### src/rtl/prf_read_arbiter_pkg.sv
// Shared types and constants for the PRF read-port arbiter.
//   FU_NUM     : number of FU issue slots competing for read ports
//   PHYS_W     : physical register index width
//   PRF_RP_NUM : number of physical PRF read-port pairs (rs1 + rs2)
//   prf_rsp_t  : one-entry response buffer contents per FU
//   wb_hit     : CDB wakeup match against a physical source index
package prf_read_arbiter_pkg;

    localparam int FU_NUM     = 4;
    localparam int PHYS_W     = 6;
    localparam int PRF_RP_NUM = 2;

    typedef struct packed {
        logic [31:0]       rdata1;
        logic [31:0]       rdata2;
        logic              rready1;
        logic              rready2;
        logic [PHYS_W-1:0] prs1;
        logic [PHYS_W-1:0] prs2;
    } prf_rsp_t;

    // p0 is the hardwired zero register; a wakeup naming it never carries
    // meaningful data, so it must not overwrite a buffered operand.
    function automatic logic wb_hit(input logic              wb_valid,
                                    input logic [PHYS_W-1:0] wb_pd,
                                    input logic [PHYS_W-1:0] prs);
        return wb_valid && (wb_pd == prs) && (wb_pd != '0);
    endfunction

endpackage

### src/rtl/prf_read_arbiter_rr_multi_grant.sv
// Combinational rotating-priority picker that grants up to RP_NUM of FU_NUM
// requesters per cycle, scanning from ptr upward with wrap.
//   req        : request mask
//   ptr        : index with highest priority this cycle
//   grant      : granted mask
//   port_idx   : per requester, the port pair it owns (valid where granted)
//   port_used  : per port pair, whether it has an owner
//   port_owner : per port pair, the index of its owner
//   any_grant  : at least one grant issued
//   next_ptr   : one past the last granted index in scan order, modulo FU_NUM
module rr_multi_grant
    import prf_read_arbiter_pkg::*;
#(
    parameter int FU_NUM = prf_read_arbiter_pkg::FU_NUM,
    parameter int RP_NUM = PRF_RP_NUM,
    localparam int IW = (FU_NUM > 1) ? $clog2(FU_NUM) : 1,
    localparam int PW = (RP_NUM > 1) ? $clog2(RP_NUM) : 1
) (
    input  logic [FU_NUM-1:0]         req,
    input  logic [IW-1:0]             ptr,
    output logic [FU_NUM-1:0]         grant,
    output logic [FU_NUM-1:0][PW-1:0] port_idx,
    output logic [RP_NUM-1:0]         port_used,
    output logic [RP_NUM-1:0][IW-1:0] port_owner,
    output logic                      any_grant,
    output logic [IW-1:0]             next_ptr
);

    localparam logic [PW:0] RP_MAX = (PW + 1)'(RP_NUM);

    logic [PW:0]   cnt;
    logic [IW-1:0] idx;
    logic [IW-1:0] last;

    always_comb begin
        grant      = '0;
        port_idx   = '0;
        port_used  = '0;
        port_owner = '0;
        cnt        = '0;
        idx        = '0;
        last       = '0;
        for (int j = 0; j < FU_NUM; j++) begin
            idx = IW'((int'(ptr) + j) % FU_NUM);
            if (req[idx] && (cnt < RP_MAX)) begin
                grant[idx]               = 1'b1;
                port_idx[idx]            = cnt[PW-1:0];
                port_used[cnt[PW-1:0]]   = 1'b1;
                port_owner[cnt[PW-1:0]]  = idx;
                last                     = idx;
                cnt                      = cnt + 1'b1;
            end
        end
        any_grant = |grant;
        next_ptr  = (last == IW'(FU_NUM - 1)) ? '0 : last + 1'b1;
    end

endmodule

### src/rtl/prf_read_arbiter.sv
// Shares RP_NUM PRF read-port pairs among FU_NUM issue slots. Grants are
// round-robin; granted operands are registered into a one-entry response
// buffer per FU, which snoops the CDB so not-ready operands wake up.
//   clk, rst_n                 : clock, synchronous active-low reset
//   req_valid/ready/prs1/prs2  : per-FU operand read request, grant
//   rsp_valid/ready            : per-FU response handshake
//   rsp_rdata1/2, rsp_rready1/2: buffered operand values and ready bits
//   prf_raddr1/2               : per-port-pair PRF read addresses
//   prf_rdata1/2, prf_rready1/2: combinational PRF read data and ready bits
//   wb_valid/pd/data           : CDB wakeup
//   flush_valid, recover_valid : kill all grants and responses
module prf_read_arbiter
    import prf_read_arbiter_pkg::*;
#(
    parameter int FU_NUM = prf_read_arbiter_pkg::FU_NUM,
    parameter int RP_NUM = PRF_RP_NUM,
    localparam int IW = (FU_NUM > 1) ? $clog2(FU_NUM) : 1,
    localparam int PW = (RP_NUM > 1) ? $clog2(RP_NUM) : 1
) (
    input  logic                            clk,
    input  logic                            rst_n,
    input  logic [FU_NUM-1:0]               req_valid,
    output logic [FU_NUM-1:0]               req_ready,
    input  logic [FU_NUM-1:0][PHYS_W-1:0]   req_prs1,
    input  logic [FU_NUM-1:0][PHYS_W-1:0]   req_prs2,
    output logic [FU_NUM-1:0]               rsp_valid,
    input  logic [FU_NUM-1:0]               rsp_ready,
    output logic [FU_NUM-1:0][31:0]         rsp_rdata1,
    output logic [FU_NUM-1:0][31:0]         rsp_rdata2,
    output logic [FU_NUM-1:0]               rsp_rready1,
    output logic [FU_NUM-1:0]               rsp_rready2,
    output logic [RP_NUM-1:0][PHYS_W-1:0]   prf_raddr1,
    output logic [RP_NUM-1:0][PHYS_W-1:0]   prf_raddr2,
    input  logic [RP_NUM-1:0][31:0]         prf_rdata1,
    input  logic [RP_NUM-1:0][31:0]         prf_rdata2,
    input  logic [RP_NUM-1:0]               prf_rready1,
    input  logic [RP_NUM-1:0]               prf_rready2,
    input  logic                            wb_valid,
    input  logic [PHYS_W-1:0]               wb_pd,
    input  logic [31:0]                     wb_data,
    input  logic                            flush_valid,
    input  logic                            recover_valid
);

    logic                      kill;
    logic [FU_NUM-1:0]         elig;
    logic [FU_NUM-1:0]         grant;
    logic [FU_NUM-1:0][PW-1:0] port_idx;
    logic [RP_NUM-1:0]         port_used;
    logic [RP_NUM-1:0][IW-1:0] port_owner;
    logic                      any_grant;
    logic [IW-1:0]             next_ptr;
    logic [IW-1:0]             rr_ptr;

    prf_rsp_t rsp_buf [FU_NUM];
    prf_rsp_t cap     [FU_NUM];
    prf_rsp_t upd     [FU_NUM];

    assign kill = flush_valid | recover_valid;

    // A full buffer only frees up for a new grant if it is popped this cycle.
    assign elig = req_valid & (~rsp_valid | rsp_ready) & {FU_NUM{~kill}};

    rr_multi_grant #(
        .FU_NUM (FU_NUM),
        .RP_NUM (RP_NUM)
    ) u_pick (
        .req        (elig),
        .ptr        (rr_ptr),
        .grant      (grant),
        .port_idx   (port_idx),
        .port_used  (port_used),
        .port_owner (port_owner),
        .any_grant  (any_grant),
        .next_ptr   (next_ptr)
    );

    assign req_ready = grant;

    always_comb begin
        for (int k = 0; k < RP_NUM; k++) begin
            prf_raddr1[k] = port_used[k] ? req_prs1[port_owner[k]] : '0;
            prf_raddr2[k] = port_used[k] ? req_prs2[port_owner[k]] : '0;
        end
    end

    // cap: what a granted FU would latch (PRF data, or same-cycle CDB bypass
    // when the PRF says not-ready). upd: held buffer after CDB snoop.
    always_comb begin
        for (int i = 0; i < FU_NUM; i++) begin
            cap[i]      = '0;
            cap[i].prs1 = req_prs1[i];
            cap[i].prs2 = req_prs2[i];
            if (!prf_rready1[port_idx[i]] && wb_hit(wb_valid, wb_pd, req_prs1[i])) begin
                cap[i].rdata1  = wb_data;
                cap[i].rready1 = 1'b1;
            end else begin
                cap[i].rdata1  = prf_rdata1[port_idx[i]];
                cap[i].rready1 = prf_rready1[port_idx[i]];
            end
            if (!prf_rready2[port_idx[i]] && wb_hit(wb_valid, wb_pd, req_prs2[i])) begin
                cap[i].rdata2  = wb_data;
                cap[i].rready2 = 1'b1;
            end else begin
                cap[i].rdata2  = prf_rdata2[port_idx[i]];
                cap[i].rready2 = prf_rready2[port_idx[i]];
            end

            upd[i] = rsp_buf[i];
            if (!rsp_buf[i].rready1 && wb_hit(wb_valid, wb_pd, rsp_buf[i].prs1)) begin
                upd[i].rdata1  = wb_data;
                upd[i].rready1 = 1'b1;
            end
            if (!rsp_buf[i].rready2 && wb_hit(wb_valid, wb_pd, rsp_buf[i].prs2)) begin
                upd[i].rdata2  = wb_data;
                upd[i].rready2 = 1'b1;
            end
        end
    end

    always_ff @(posedge clk) begin
        if (!rst_n) begin
            rsp_valid <= '0;
            rr_ptr    <= '0;
            for (int i = 0; i < FU_NUM; i++) begin
                rsp_buf[i] <= '0;
            end
        end else begin
            // kill suppresses all grants, so it never moves the pointer
            if (any_grant) begin
                rr_ptr <= next_ptr;
            end
            for (int i = 0; i < FU_NUM; i++) begin
                if (kill) begin
                    rsp_valid[i] <= 1'b0;
                end else if (grant[i]) begin
                    rsp_valid[i] <= 1'b1;
                    rsp_buf[i]   <= cap[i];
                end else if (rsp_valid[i] && rsp_ready[i]) begin
                    rsp_valid[i] <= 1'b0;
                end else if (rsp_valid[i]) begin
                    rsp_buf[i]   <= upd[i];
                end
            end
        end
    end

    always_comb begin
        for (int i = 0; i < FU_NUM; i++) begin
            rsp_rdata1[i]  = rsp_buf[i].rdata1;
            rsp_rdata2[i]  = rsp_buf[i].rdata2;
            rsp_rready1[i] = rsp_buf[i].rready1;
            rsp_rready2[i] = rsp_buf[i].rready2;
        end
    end

endmodule

### config.mk
export PLATFORM = sky130hd
export DESIGN_NAME = prf_read_arbiter
export DESIGN_NICKNAME = d
export VERILOG_FILES = /design/src/rtl/prf_read_arbiter_pkg.sv /design/src/rtl/prf_read_arbiter_rr_multi_grant.sv /design/src/rtl/prf_read_arbiter.sv
export SDC_FILE = /design/constraint.sdc
export NUM_CORES = 1
export LEC_CHECK = 0
export CORE_ASPECT_RATIO = 0.9
export CORE_MARGIN = 2
export CORE_UTILIZATION = 56
export CTS_CLUSTER_SIZE = 16
export DETAILED_ROUTE_END_ITERATION = 10
export DONT_BUFFER_PORTS = 1
export PLACE_DENSITY = 0.78
export SLEW_MARGIN = 20
export SYNTH_ARGS = -nofsm -noshare
export SYNTH_HDL_FRONTEND = slang
export SYNTH_SLANG_ARGS = --single-unit
### constraint.sdc
create_clock -name clk -period 9.8 [get_ports clk]
set_clock_uncertainty 0.15 [all_clocks]
set_input_delay 0.98 -clock clk [delete_from_list [all_inputs] [get_ports clk]]
set_output_delay 0.98 -clock clk [all_outputs]
set_load 0.01 [all_outputs]
==> results.tsv <==
metric	value	unit
status	finished, final reports clean	
cts_resized	0	
synth.area.top_cells	edfxtp_1 42%, mux2i_1 14%, buf_4 10%	
stdcell_count	2164	
synth_area	22420	µm²
r2r_end	rsp_buf[3][65]	
tns	0	ns
hold_depth	1	
grt_pass1_wl	101600	µm
seqPwrFrac	43.7	%
synth_xor_area_share	3.829	%
hold_viol	0	
synth_cells	1984	
ys_ff_latch	318	
dieHeight	193.8	µm
cts-htree-levels	2	
cts.sinks	318	
drv_cap	0	
io_pins	527	
vias	15338	
layout_commonest_cell	edfxtp_1	
p_sw	1.360	mW
final_cell_mix	312 x edfxtp_1, 306 x mux2i_1, 199 x nor2_1	
arrival	7.84	ns
die_w	214.9	µm
track_usage	32.52	%
min_from	rst_n	
fin_nets	1849	
cp_common_cell	ha_1	
regArea	9489	µm²
syn-num-nets	2227	
synth_mux_area_share	13.88	%
overflow	0	
grt_pass1_vias	14820	
seq_area_frac_synth	42.33	%
power_leakage	8.878	nW
routabilityCongestion	0.9330	
rows	69	
p_comb_share	23.9	%
synth_top_family_by_area	compound AO/OA/AOI/OAI gates	
ys_async_sr_fraction	0	%
ir_drop	0.0001333	V
synthAdderAreaFrac	0.6697	%
cts-hold-fix-buffers	0	
slew_headroom	24.40	%
path_delay_family	compound AO/OA/AOI/OAI gates	
fin_util	54.55	%
yosys.area.top_type_share	41.79	%
multi_input_area	9911	µm²
area_growth_syn_to_layout	-4.007	%
critPathKind	register to register	
numCtsBuffers	36	
antenna_found_initial	1	
cp_cell_sequence	clkinv_1, ha_1, a32o_1, a22o_1, ha_1, or3_1, nor3_1, a22oi_1, a21boi_4, a221o_1, nand3_4, mux2_4, o31ai_4, buf_4, o2bb2ai_1	
clock_path_buffers	3	
path_buf_inv	2	
synth_warnings	0	
port_buffers	0	
setup_viol_count_final	0	
min_to	rr_ptr[1]	
post-route-period-util	77.53	%
insertion_delay	0.56	ns
required	10.04	ns
placedCellCount	2099	
synth-compound-area-share	16.90	%
clkPwrFrac	32.4	%
power_density	191.6	nW/µm²
hold_path.class	primary input to register	
worst_path_max_delay_cell	dfxtp_1	
clk_pin_slew	0.07	ns
r2r_cells	15	
synth_simple_gate_area_share	8.321	%
ant_nets	0	
drc	0	
drt_wl_total	69940	µm
place_hpwl	47550	µm
die-area	41650	µm²
synth-edff-count	312	
cts_root_buffer	clkbuf_16	
max_stage_delay	0.88	ns
start_util	56.82	%
fmax	131.6	MHz
worstPathMaxFanout	26	
switching_share	32.97	%
max_slew.worst_pin.slew	1.134	ns
post_drt_via_cell_ratio	7.088	
fillers	3285	
endpoint_kind	register	
wl_per_cell	32.32	µm
drt_iter0_drc	1707	
layout_min_cycle_time	7.598	ns
dr.pass1.iters	6	
ys_types	73	
core_area	39450	µm²
synth_top_area_cell	edfxtp_1	
synth_ff_type	edfxtp_1	
syn-mean-instance-area	11.30	µm²
startpoint_type	register	
grt_max_degree	66	
reg2reg_setup_slack	2.20	ns
power.total	4.123	mW
num_antenna_cells	0	
intPower	2.764	mW
slew_violations	0	
drive_gt1_share	14.28	%
cts_tree	yes	
postCtsSetupBuffers	0	
rsz0062_at_grt	false	
-- flip-flops by register name (all words and copies together), names as in the netlist, named ones only --
name	cells
rr_ptr	1
rsp_buf	312
rsp_valid	4
-- synth_stat cells, types with 9 or more instances --
cell and number:
buf_2 52, o2bb2ai_2 29, mux2i_1 306, nor4_1 18, o22ai_1 28, xor2_1 53
a211oi_2 78, clkbuf_1 50, edfxtp_1 312, a211oi_1 115, buf_4 301, ha_1 12
xnor2_1 45, and2_1 11, o21ai_0 22, buf_6 26, nand4_1 23, nand2_1 25
clkbuf_4 9, and3_1 49, o2bb2ai_1 35, inv_1 14, nand3_1 9, a21oi_1 13
nor2b_1 16, nand2b_1 10, nor2_1 199
-- layer usage --
metal / wire length (µm) / global-route usage, %
met5: 13 / 0
met2: 32600 / 52.67
met4: 3066 / 12.96
met3: 8184 / 9.945
met1: 26070 / 40.75
-- through the flow --
step | cell area [µm²] | setup WS [ns] | hold slack (ns)
5_1_grt | 21520 | 1.824 | 0.4013
3_3_place_gp | 20330 | 2.559 | 0.5970
4_1_cts | 21490 | 2.315 | 0.3854
6_report | 21520 | 2.202 | 0.4078
3_5_place_dp | 20360 | 2.383 | 0.6205
2_1_floorplan | 22420 | 2.686 | 0.4618
-- kinds of logic after synthesis --
group / Yosys count
buffers and inverters: 461
XOR/XNOR: 98
AND/OR/NAND/NOR: 381
adder cells (fa/ha/maj): 12
AO/OA/AOI/OAI: 404
flip-flops: 318
multiplexers: 310
-- power groups by stage --
| stage | logic (mW) | clock network (mW) | registers, mW |
|---|---|---|---|
| after detailed placement | 0.968 | 0 | 1.83 |
| after floorplan | 0.985 | 0 | 1.70 |
| after global placement | 0.953 | 0 | 1.83 |
| after CTS | 0.971 | 1.35 | 1.80 |
| after global routing | 1.05 | 1.40 | 1.81 |
| final | 0.986 | 1.34 | 1.80 |
-- how the worst max path moves through the flow --
| stage | from | to | depth (start not counted) |
|---|---|---|---|
| after floorplan | rsp_ready[2] | rsp_buf[3][14] | 16 |
| after global placement | register | rsp_buf[3][46] | 15 |
| after detailed placement | register | rsp_buf[3][65] | 15 |
| after CTS | register | rsp_buf[3][65] | 15 |
| after global routing | register | prf_raddr2[10] | 14 |
| final | register | rsp_buf[3][65] | 15 |
-- layout make-up --
class	count	area share, %
multi-input cells	1205	46.05
flip-flops and latches	318	44.09
clock buffers	47	4.570
well taps	532	3.093
repair buffers	28	1.221
clock inverters	17	0.6744
inverters	17	0.2965
-- worst register-to-register path, delay by kind of cell, from the launching register on --
| family | cells | cell delay, ns |
|---|---|---|
| multiplexers | 1 | 0.53 |
| AND/OR/NAND/NOR | 3 | 0.85 |
| adder cells (fa/ha/maj) | 2 | 1.14 |
| flip-flops | 1 | 0.88 |
| AO/OA/AOI/OAI | 7 | 2.79 |
| buffers and inverters | 2 | 1.09 |
Power figures use the tool's default switching activity.
